===== src/rtl/axis_adder_pkg.sv =====
// Shared widths and the zero-extended sum used by the two-input stream adder.
package axis_adder_pkg;

  localparam int unsigned IN_W  = 8;
  localparam int unsigned OUT_W = 16;

  // Widen before adding so the carry out of the operand width is preserved.
  function automatic logic [OUT_W-1:0] zext_sum(input logic [IN_W-1:0] a,
                                                input logic [IN_W-1:0] b);
    return OUT_W'(a) + OUT_W'(b);
  endfunction

endpackage


===== src/rtl/axis_8bit_adder_if.sv =====
// Single AXI-Stream channel: payload, valid and ready.
interface axis_8bit_adder_if #(
  parameter int unsigned W = 8
);

  logic [W-1:0] data;
  logic         valid;
  logic         ready;

  modport master (output data, output valid, input ready);
  modport slave  (input data, input valid, output ready);

endinterface


===== src/rtl/axis_hold_reg.sv =====
// One-entry stream holding register; refills on the same edge it is popped.
module axis_hold_reg #(
  parameter int unsigned W = 8
) (
  input  logic         clk,
  input  logic         rst,
  input  logic [W-1:0] in_data,
  input  logic         in_valid,
  output logic         ready_c,
  input  logic         pop,
  output logic         full,
  output logic [W-1:0] data
);

  // Readies stay low during reset so nothing is sampled then.
  assign ready_c = !rst && (!full || pop);

  always_ff @(posedge clk) begin
    if (rst) begin
      full <= 1'b0;
      data <= '0;
    end else if (in_valid && ready_c) begin
      full <= 1'b1;
      data <= in_data;
    end else if (pop) begin
      full <= 1'b0;
    end
  end

endmodule


===== src/rtl/axis_8bit_adder.sv =====
// Two-input AXI-Stream adder: pairs beats in order, emits the zero-extended sum.
module axis_8bit_adder
  import axis_adder_pkg::*;
(
  input logic              clk,
  input logic              rst,
  axis_8bit_adder_if.slave  s_axis1,
  axis_8bit_adder_if.slave  s_axis2,
  axis_8bit_adder_if.master m_axis
);

  logic            full1;
  logic            full2;
  logic [IN_W-1:0] hold1;
  logic [IN_W-1:0] hold2;
  logic            fire_c;
  logic [OUT_W-1:0] sum_q;
  logic            valid_q;

  // Fire when both operands are held and the output slot is free or draining.
  assign fire_c = !rst && full1 && full2 && (!valid_q || m_axis.ready);

  axis_hold_reg #(.W(IN_W)) u_hold1 (
    .clk      (clk),
    .rst      (rst),
    .in_data  (s_axis1.data),
    .in_valid (s_axis1.valid),
    .ready_c  (s_axis1.ready),
    .pop      (fire_c),
    .full     (full1),
    .data     (hold1)
  );

  axis_hold_reg #(.W(IN_W)) u_hold2 (
    .clk      (clk),
    .rst      (rst),
    .in_data  (s_axis2.data),
    .in_valid (s_axis2.valid),
    .ready_c  (s_axis2.ready),
    .pop      (fire_c),
    .full     (full2),
    .data     (hold2)
  );

  always_ff @(posedge clk) begin
    if (rst) begin
      sum_q   <= '0;
      valid_q <= 1'b0;
    end else if (fire_c) begin
      sum_q   <= zext_sum(hold1, hold2);
      valid_q <= 1'b1;
    end else if (m_axis.ready) begin
      valid_q <= 1'b0;
    end
  end

  assign m_axis.data  = sum_q;
  assign m_axis.valid = valid_q;

endmodule


===== src/flat_wrapper.sv =====
// flat-port wrapper written by rule: the top's interface ports become plain ports
module axis_8bit_adder_flat import axis_adder_pkg::*;
  (clk, rst, s_axis1_data, s_axis1_valid, s_axis1_ready, s_axis2_data, s_axis2_valid, s_axis2_ready, m_axis_data, m_axis_valid, m_axis_ready);
  axis_8bit_adder_if #(.W(IN_W)) s_axis1_i ();
  axis_8bit_adder_if #(.W(IN_W)) s_axis2_i ();
  axis_8bit_adder_if #(.W(OUT_W)) m_axis_i ();
  input logic clk;
  input logic rst;
  input wire logic [$bits(s_axis1_i.data)-1:0] s_axis1_data;
  input wire logic [$bits(s_axis1_i.valid)-1:0] s_axis1_valid;
  output wire logic [$bits(s_axis1_i.ready)-1:0] s_axis1_ready;
  input wire logic [$bits(s_axis2_i.data)-1:0] s_axis2_data;
  input wire logic [$bits(s_axis2_i.valid)-1:0] s_axis2_valid;
  output wire logic [$bits(s_axis2_i.ready)-1:0] s_axis2_ready;
  output wire logic [$bits(m_axis_i.data)-1:0] m_axis_data;
  output wire logic [$bits(m_axis_i.valid)-1:0] m_axis_valid;
  input wire logic [$bits(m_axis_i.ready)-1:0] m_axis_ready;
  assign s_axis1_i.data = s_axis1_data;
  assign s_axis1_i.valid = s_axis1_valid;
  assign s_axis1_ready = s_axis1_i.ready;
  assign s_axis2_i.data = s_axis2_data;
  assign s_axis2_i.valid = s_axis2_valid;
  assign s_axis2_ready = s_axis2_i.ready;
  assign m_axis_data = m_axis_i.data;
  assign m_axis_valid = m_axis_i.valid;
  assign m_axis_i.ready = m_axis_ready;
  axis_8bit_adder u_core (.clk(clk), .rst(rst), .s_axis1(s_axis1_i), .s_axis2(s_axis2_i), .m_axis(m_axis_i));
endmodule

===== config.mk =====
export PLATFORM = sky130hd
export DESIGN_NAME = axis_8bit_adder_flat
export DESIGN_NICKNAME = d
export VERILOG_FILES = /design/src/rtl/axis_adder_pkg.sv /design/src/rtl/axis_8bit_adder_if.sv /design/src/rtl/axis_hold_reg.sv /design/src/rtl/axis_8bit_adder.sv /design/src/flat_wrapper.sv
export SDC_FILE = /design/constraint.sdc
export NUM_CORES = 1
export LEC_CHECK = 0
export BUFFER_PORTS_ARGS = -buffer_cell sky130_fd_sc_hd__buf_2
export CORE_ASPECT_RATIO = 1.2
export CORE_MARGIN = 2
export CORE_UTILIZATION = 54
export CTS_BUF_LIST = sky130_fd_sc_hd__clkbuf_2
export DETAILED_ROUTE_END_ITERATION = 10
export HOLD_SLACK_MARGIN = 0.06
export PLACE_DENSITY = 0.81
export SYNTH_ARGS = -nofsm -noshare
export SYNTH_HDL_FRONTEND = slang
export SYNTH_SLANG_ARGS = --single-unit

===== constraint.sdc =====
create_clock -name clk -period 1.9 [get_ports clk]
set_input_delay 0.095 -clock clk [delete_from_list [all_inputs] [get_ports clk]]
set_output_delay 0.095 -clock clk [all_outputs]
set_load 0.1 [all_outputs]

## Word-level counts from Yosys, hierarchy flattened

Index checks and enable logic that the tools add are counted.

- Output and inout port bits: 19
- Bits in registers: 35
- Input bits: 21
- Logic and storage cells: 29

- Reduce and logical (&&, ||, !) cells: 17
- Multiplexer cells: 5
- $add $sub $neg: 1

Operators by type and width:

| operator | count |
|---|---|
| adder 8 x 8 -> 9 bit | 1 |
| logical AND 1 bit | 7 |
| nonzero test 2 bit | 3 |
| 2-to-1 mux 1 bit | 5 |
| zero test 1 bit | 4 |
| logical OR 1 bit | 3 |

## Longest topological paths before layout

- Word-level depth: 8
- Depth in mapped cells: 6
- Gate-level depth less buffers: 6

## By module

From an unflattened synthesis, not the netlist that was laid out.

- Cells, all modules: 171
- Area total of the unflattened synthesis: 1556.5 sq um

By module, submodules not included:

| module | times used | area an instance (sq um) | seq. area each (sq um) | cells an instance |
|---|---|---|---|---|
| axis_hold_reg | 2 | 410.4 | 180.2 | 40 |
| axis_8bit_adder | 1 | 735.7 | 200.2 | 91 |

## Least setup slack after synthesis

Ideal clock, no wire load.

- Path kind: register -> output
- Start point: register u_core.valid_q (netlist: u_core.m_axis.valid)
- End point: output s_axis1_ready
- Required time: 1.805 ns
- Setup slack: -1.258 ns
- Cell stages (with the launch flop): 5
- Arrival time: 3.063 ns
- Path buffers: 1
- Cell sequence: dfxtp_1 nor2b_2 or3_4 clkbuf_1 a21oi_1

- Word-level cells in the longest chain between the ends: 5

Ends and longest elaborated chain:

| what | RTL line | source |
|---|---|---|
| start: declaration | axis_8bit_adder.sv:18 | `logic valid_q;` |
| start signal: assignment | axis_8bit_adder.sv:48 | `valid_q <= 1'b0;` |
| start signal: assignment | axis_8bit_adder.sv:51 | `valid_q <= 1'b1;` |
| start signal: assignment | axis_8bit_adder.sv:53 | `valid_q <= 1'b0;` |
| zero test 1 bit | axis_8bit_adder.sv:21 | `assign fire_c = !rst && full1 && full2 && (!valid_q \|\| m_axis.ready);` |
| logical OR 1 bit | axis_8bit_adder.sv:21 |  |
| logical AND 1 bit | axis_8bit_adder.sv:21 |  |
| logical OR 1 bit | axis_hold_reg.sv:16 | `assign ready_c = !rst && (!full \|\| pop);` |
| logical AND 1 bit | axis_hold_reg.sv:16 |  |
| end: declaration | flat_wrapper.sv:11 | `output wire logic [$bits(s_axis1_i.ready)-1:0] s_axis1_ready;` |

No other way between the ends.

## Worst setup path in the final report

- Start point: register u_core.u_hold2.data[0]
- End point: register u_core.sum_q[6] (netlist: u_core.m_axis.data[6])

- Word-level cells in the longest chain between the ends: 1

Ends and longest elaborated chain:

| what | RTL line | source |
|---|---|---|
| start: declaration | axis_hold_reg.sv:12 | `output logic [W-1:0] data` |
| start signal: assignment | axis_hold_reg.sv:24 | `data <= in_data;` |
| adder 8 x 8 -> 9 bit | axis_adder_pkg.sv:10 | `return OUT_W'(a) + OUT_W'(b);` |
| end signal: assignment | axis_8bit_adder.sv:50 | `sum_q <= zext_sum(hold1, hold2);` |
| end: declaration | axis_8bit_adder.sv:17 | `logic [OUT_W-1:0] sum_q;` |

No other way between the ends.
A chain may end at the register's enable or synchronous reset.

==> impl_metrics.csv <==
group,metric,value,unit
floorplanning,io_pins,40,
timing,clock_skew,0.004332,ns
floorplanning,placementRows,20,
drt,first_iter_violations,28,
yosys,synthDistinctLibCells,35,
floorplanning,die_w,51.69,um
timing,hold_violations,0,
yosys,seq_area_frac_synth,38.03,%
worst_hold_path,hold_path.class,"in -> reg",
cells_and_area,antennaDiodeCount,0,
setup_path,cp-end-kind,"register",
global_route,grtUsageTotal,21.37,%
power,internal_power,0.8052,mW
cts,htreeDepth,1,
cts,cts_buffers,3,
timing,fin_crit_sh,95.77,%
power,power,1.239,mW
timing,fmax,0.5496,GHz
yosys,ys_warn_count,0,
yosys,synthCells,153,
worst_hold_path,min_to,"u_core.m_axis.valid",
setup_path,reg2reg_slack,0.08,ns
cts,clk_latency,0.38,ns
timing,worst_slack,0.08045,ns
global_route,grt_pass1_wl,4995,um
placed_design,place_ws,0.05162,ns
yosys,synth_edf_count,0,
floorplanning,core,0.002577,mm^2
yosys,synth.area.top_cells,"dfxtp_1 38%, mux2_2 12%, ha_1 6.8%",
outcome,status,"complete, no violations",
power,pwr-share-seq,52.0,%
global_route,grt_overflow,0,
floorplanning,die-area,0.003165,mm^2
timing,slew_viol_final,0,
global_route,grt_pass1_vias,1174,
cts,max-clock-path-buffers,2,
cts,cts_tree,"done",
setup_path,arrival,2.13,ns
setup_path,reg2reg_depth,6,
floorplanning,start_util,57.18,%
power,power.density,640.3,mW/mm^2
global_route,antenna_found_initial,0,
drt,vias,1309,
yosys,syn_area_per_cell,9.633,um^2
yosys,synth_top_area_share,38.03,%
cts,cts.root.buffer_cell,"clkbuf_2",
timing,fin_crit,1.820,ns
drt,vias_per_cell,5.454,
yosys,synthFlopType,"dfxtp_1",
placed_design,dp_hpwl,2254,um
worst_hold_path,min_from,"rst",
cells_and_area,final_area,0.001934,mm^2
yosys,ys_seq_elements,28,
setup_path,r2r_start,"u_core.u_hold2.data[0]",
placed_design,portBuffers,32,
yosys,synth_area,0.001474,mm^2
worst_hold_path,hold_depth,2,
power,swShare,34.99,%
cts,cts.sinks,28,
cells_and_area,area_delta_synth_final,31.24,%
power,p_clk_share,18.0,%
drt,routedWlPerCell,12.98,um
power,ir_drop,569.9,uV
placed_design,place.gp.congestion,0.7933,
setup_path,required,2.21,ns
power,p_sw,0.4333,mW
timing,setup-violations-final,0,
placed_design,dpl_cell_area,0.001700,mm^2
power,comb_power_share,30.0,%
drt,ant_nets,0,
setup_path,r2r-end,"u_core.m_axis.data[6]",
setup_path,worst-setup-path-type,"reg -> reg",
cells_and_area,drive_above_1_share,32.37,%
cells_and_area,nets,238,
yosys,synth_top_area_cell,"dfxtp_1",
power,power.leakage,0.9029,nW
yosys,async_reset_ff_share,0,%
drt,drc,0,
floorplanning,die_h,61.23,um
global_route,grt_max_degree,17,
drt,totalWireLength,3116,um
cts,path_clk_slew,0.25,ns
setup_path,crit_path_max_fanout,4,
job,maxCapViolCount,0,
drt,first_pass_iters,4,
setup_path,startpoint_type,"register",
timing,hold_ws,0.07051,ns
cells_and_area,fill_cells,199,
-- per-layer routing --
layer / GRT usage, % / wire length, um / vias up
met1: 24.16 / 1256 / 606
met3: 2.913 / 168 / 7
met2: 39.93 / 1623 / 55
met5: 0 / 0 / -
met4: 9.774 / 68 / 0
li1: - / - / 641
-- cell families (layout without fill, tap and decap cells) --
kind of cell               after synthesis  count (layout)  share of synthesized area, %
buffers and inverters                   17              65                         6.196
muxes                                   16              16                         12.22
xor gates and xnor gates                 1               1                        0.5943
and+or+nand+nor                         46              46                         18.00
adders and majority gates                9               9                         8.150
DFF                                     28              28                         38.03
other                                    1               7                        0.2544
AOI/OAI and AO/OA                       35              35                         16.55
-- flip-flops by register name (all words and copies together) (netlist names) --
signal / count
u_core.u_hold1.data: 8
u_core.m_axis.data: 9
u_core.m_axis.valid: 1
u_core.u_hold2.data: 8
u_core.u_hold2.full: 1
u_core.u_hold1.full: 1
-- layout by cell type (no fill, tap or decap), types with 2 or more instances in the layout --
cell           Yosys  final
a2111o_1           2      2
inv_1              6      6
clkbuf_2           0      3
nor2_1             5      5
buf_2              1     30
o21a_1             2      2
dlygate4sd3_1      0     19
a211o_1            5      5
buf_4              7      4
dfxtp_1           28     25
ha_1               8      8
o31ai_1            2      2
nand3_1            6      6
o211ai_1           4      4
nand3_2            2      2
conb_1             1      7
a21o_1             2      2
nor2b_1           16     16
a21oi_1           13     11
buf_12             0      2
nand2_1            9      9
dfxtp_4            0      3
a21oi_4            0      2
mux2_2            16     16
-- layout make-up --
cell class | count | area, um^2 | area share (%)
multi-input combinational | 114 | 869.6 | 44.95
clock inverter | 1 | 3.754 | 0.1940
inverter | 6 | 22.52 | 1.164
timing repair buffer | 55 | 410.4 | 21.22
clock buffer | 3 | 15.01 | 0.7762
sequential | 28 | 571.8 | 29.56
tap | 33 | 41.29 | 2.135
-- worst max-delay path by stage --
stage                                 startpoint  slack [ns]  cells after the start                     to
after floorplan              u_core.m_axis.valid       0.004                      4          s_axis1_ready
after global placement    u_core.u_hold2.data[0]        0.11                      6  u_core.m_axis.data[6]
after detailed placement  u_core.u_hold2.data[0]        0.05                      6  u_core.m_axis.data[6]
after CTS                 u_core.u_hold2.data[0]        0.01                      6  u_core.m_axis.data[6]
after global routing         u_core.m_axis.valid     -0.0002                      4          s_axis1_ready
final                     u_core.u_hold2.data[0]        0.08                      6  u_core.m_axis.data[6]
-- critical path: stages, from the launching register on --
cell      delay, ns
dfxtp_1        0.37
ha_1           0.24
fa_2           0.37
a211o_1        0.30
o211ai_1       0.18
a2111o_1       0.21
o211ai_1       0.08
-- synthesized netlist by cell type, drive strengths merged (2+ instances only) --
cell     n
dfxtp   28
nor2b   17
mux2    16
a21oi   13
nand2   10
buf      8
ha       8
nand3    8
inv      6
a211o    5
nor2     5
o211ai   4
clkbuf   3
a2111o   2
a21o     2
nor3     2
o21a     2
o31ai    2
-- power by group through the flow --
stage | Clock [mW] | Sequential (mW) | Combinational [mW]
3_5_place_dp | 0 | 0.656 | 0.337
3_3_place_gp | 0 | 0.654 | 0.329
5_1_grt | 0.253 | 0.650 | 0.398
4_1_cts | 0.231 | 0.646 | 0.368
2_1_floorplan | 0 | 0.694 | 0.235
6_report | 0.223 | 0.644 | 0.371
-- what timing repair did --
action,CTS,global route
gates resized for setup,2,3
buffers inserted,0,2
hold buffers,19,0
endpoints found under the hold margin,19,0
setup endpoints to repair,2,5
pin swaps,1,1
-- metrics by stage --
| step | instances | TNS, ns | util, % |
|---|---|---|---|
| floorplan | 159 | 0 | - |
| global placement | 215 | 0 | 65.97 |
| detailed placement | 215 | 0 | 65.97 |
| CTS | 238 | 0 | 74.17 |
| global route | 240 | -0.0001948 | 75.05 |
| finish | 240 | 0 | 75.05 |
Power figures use the tool's default switching activity.
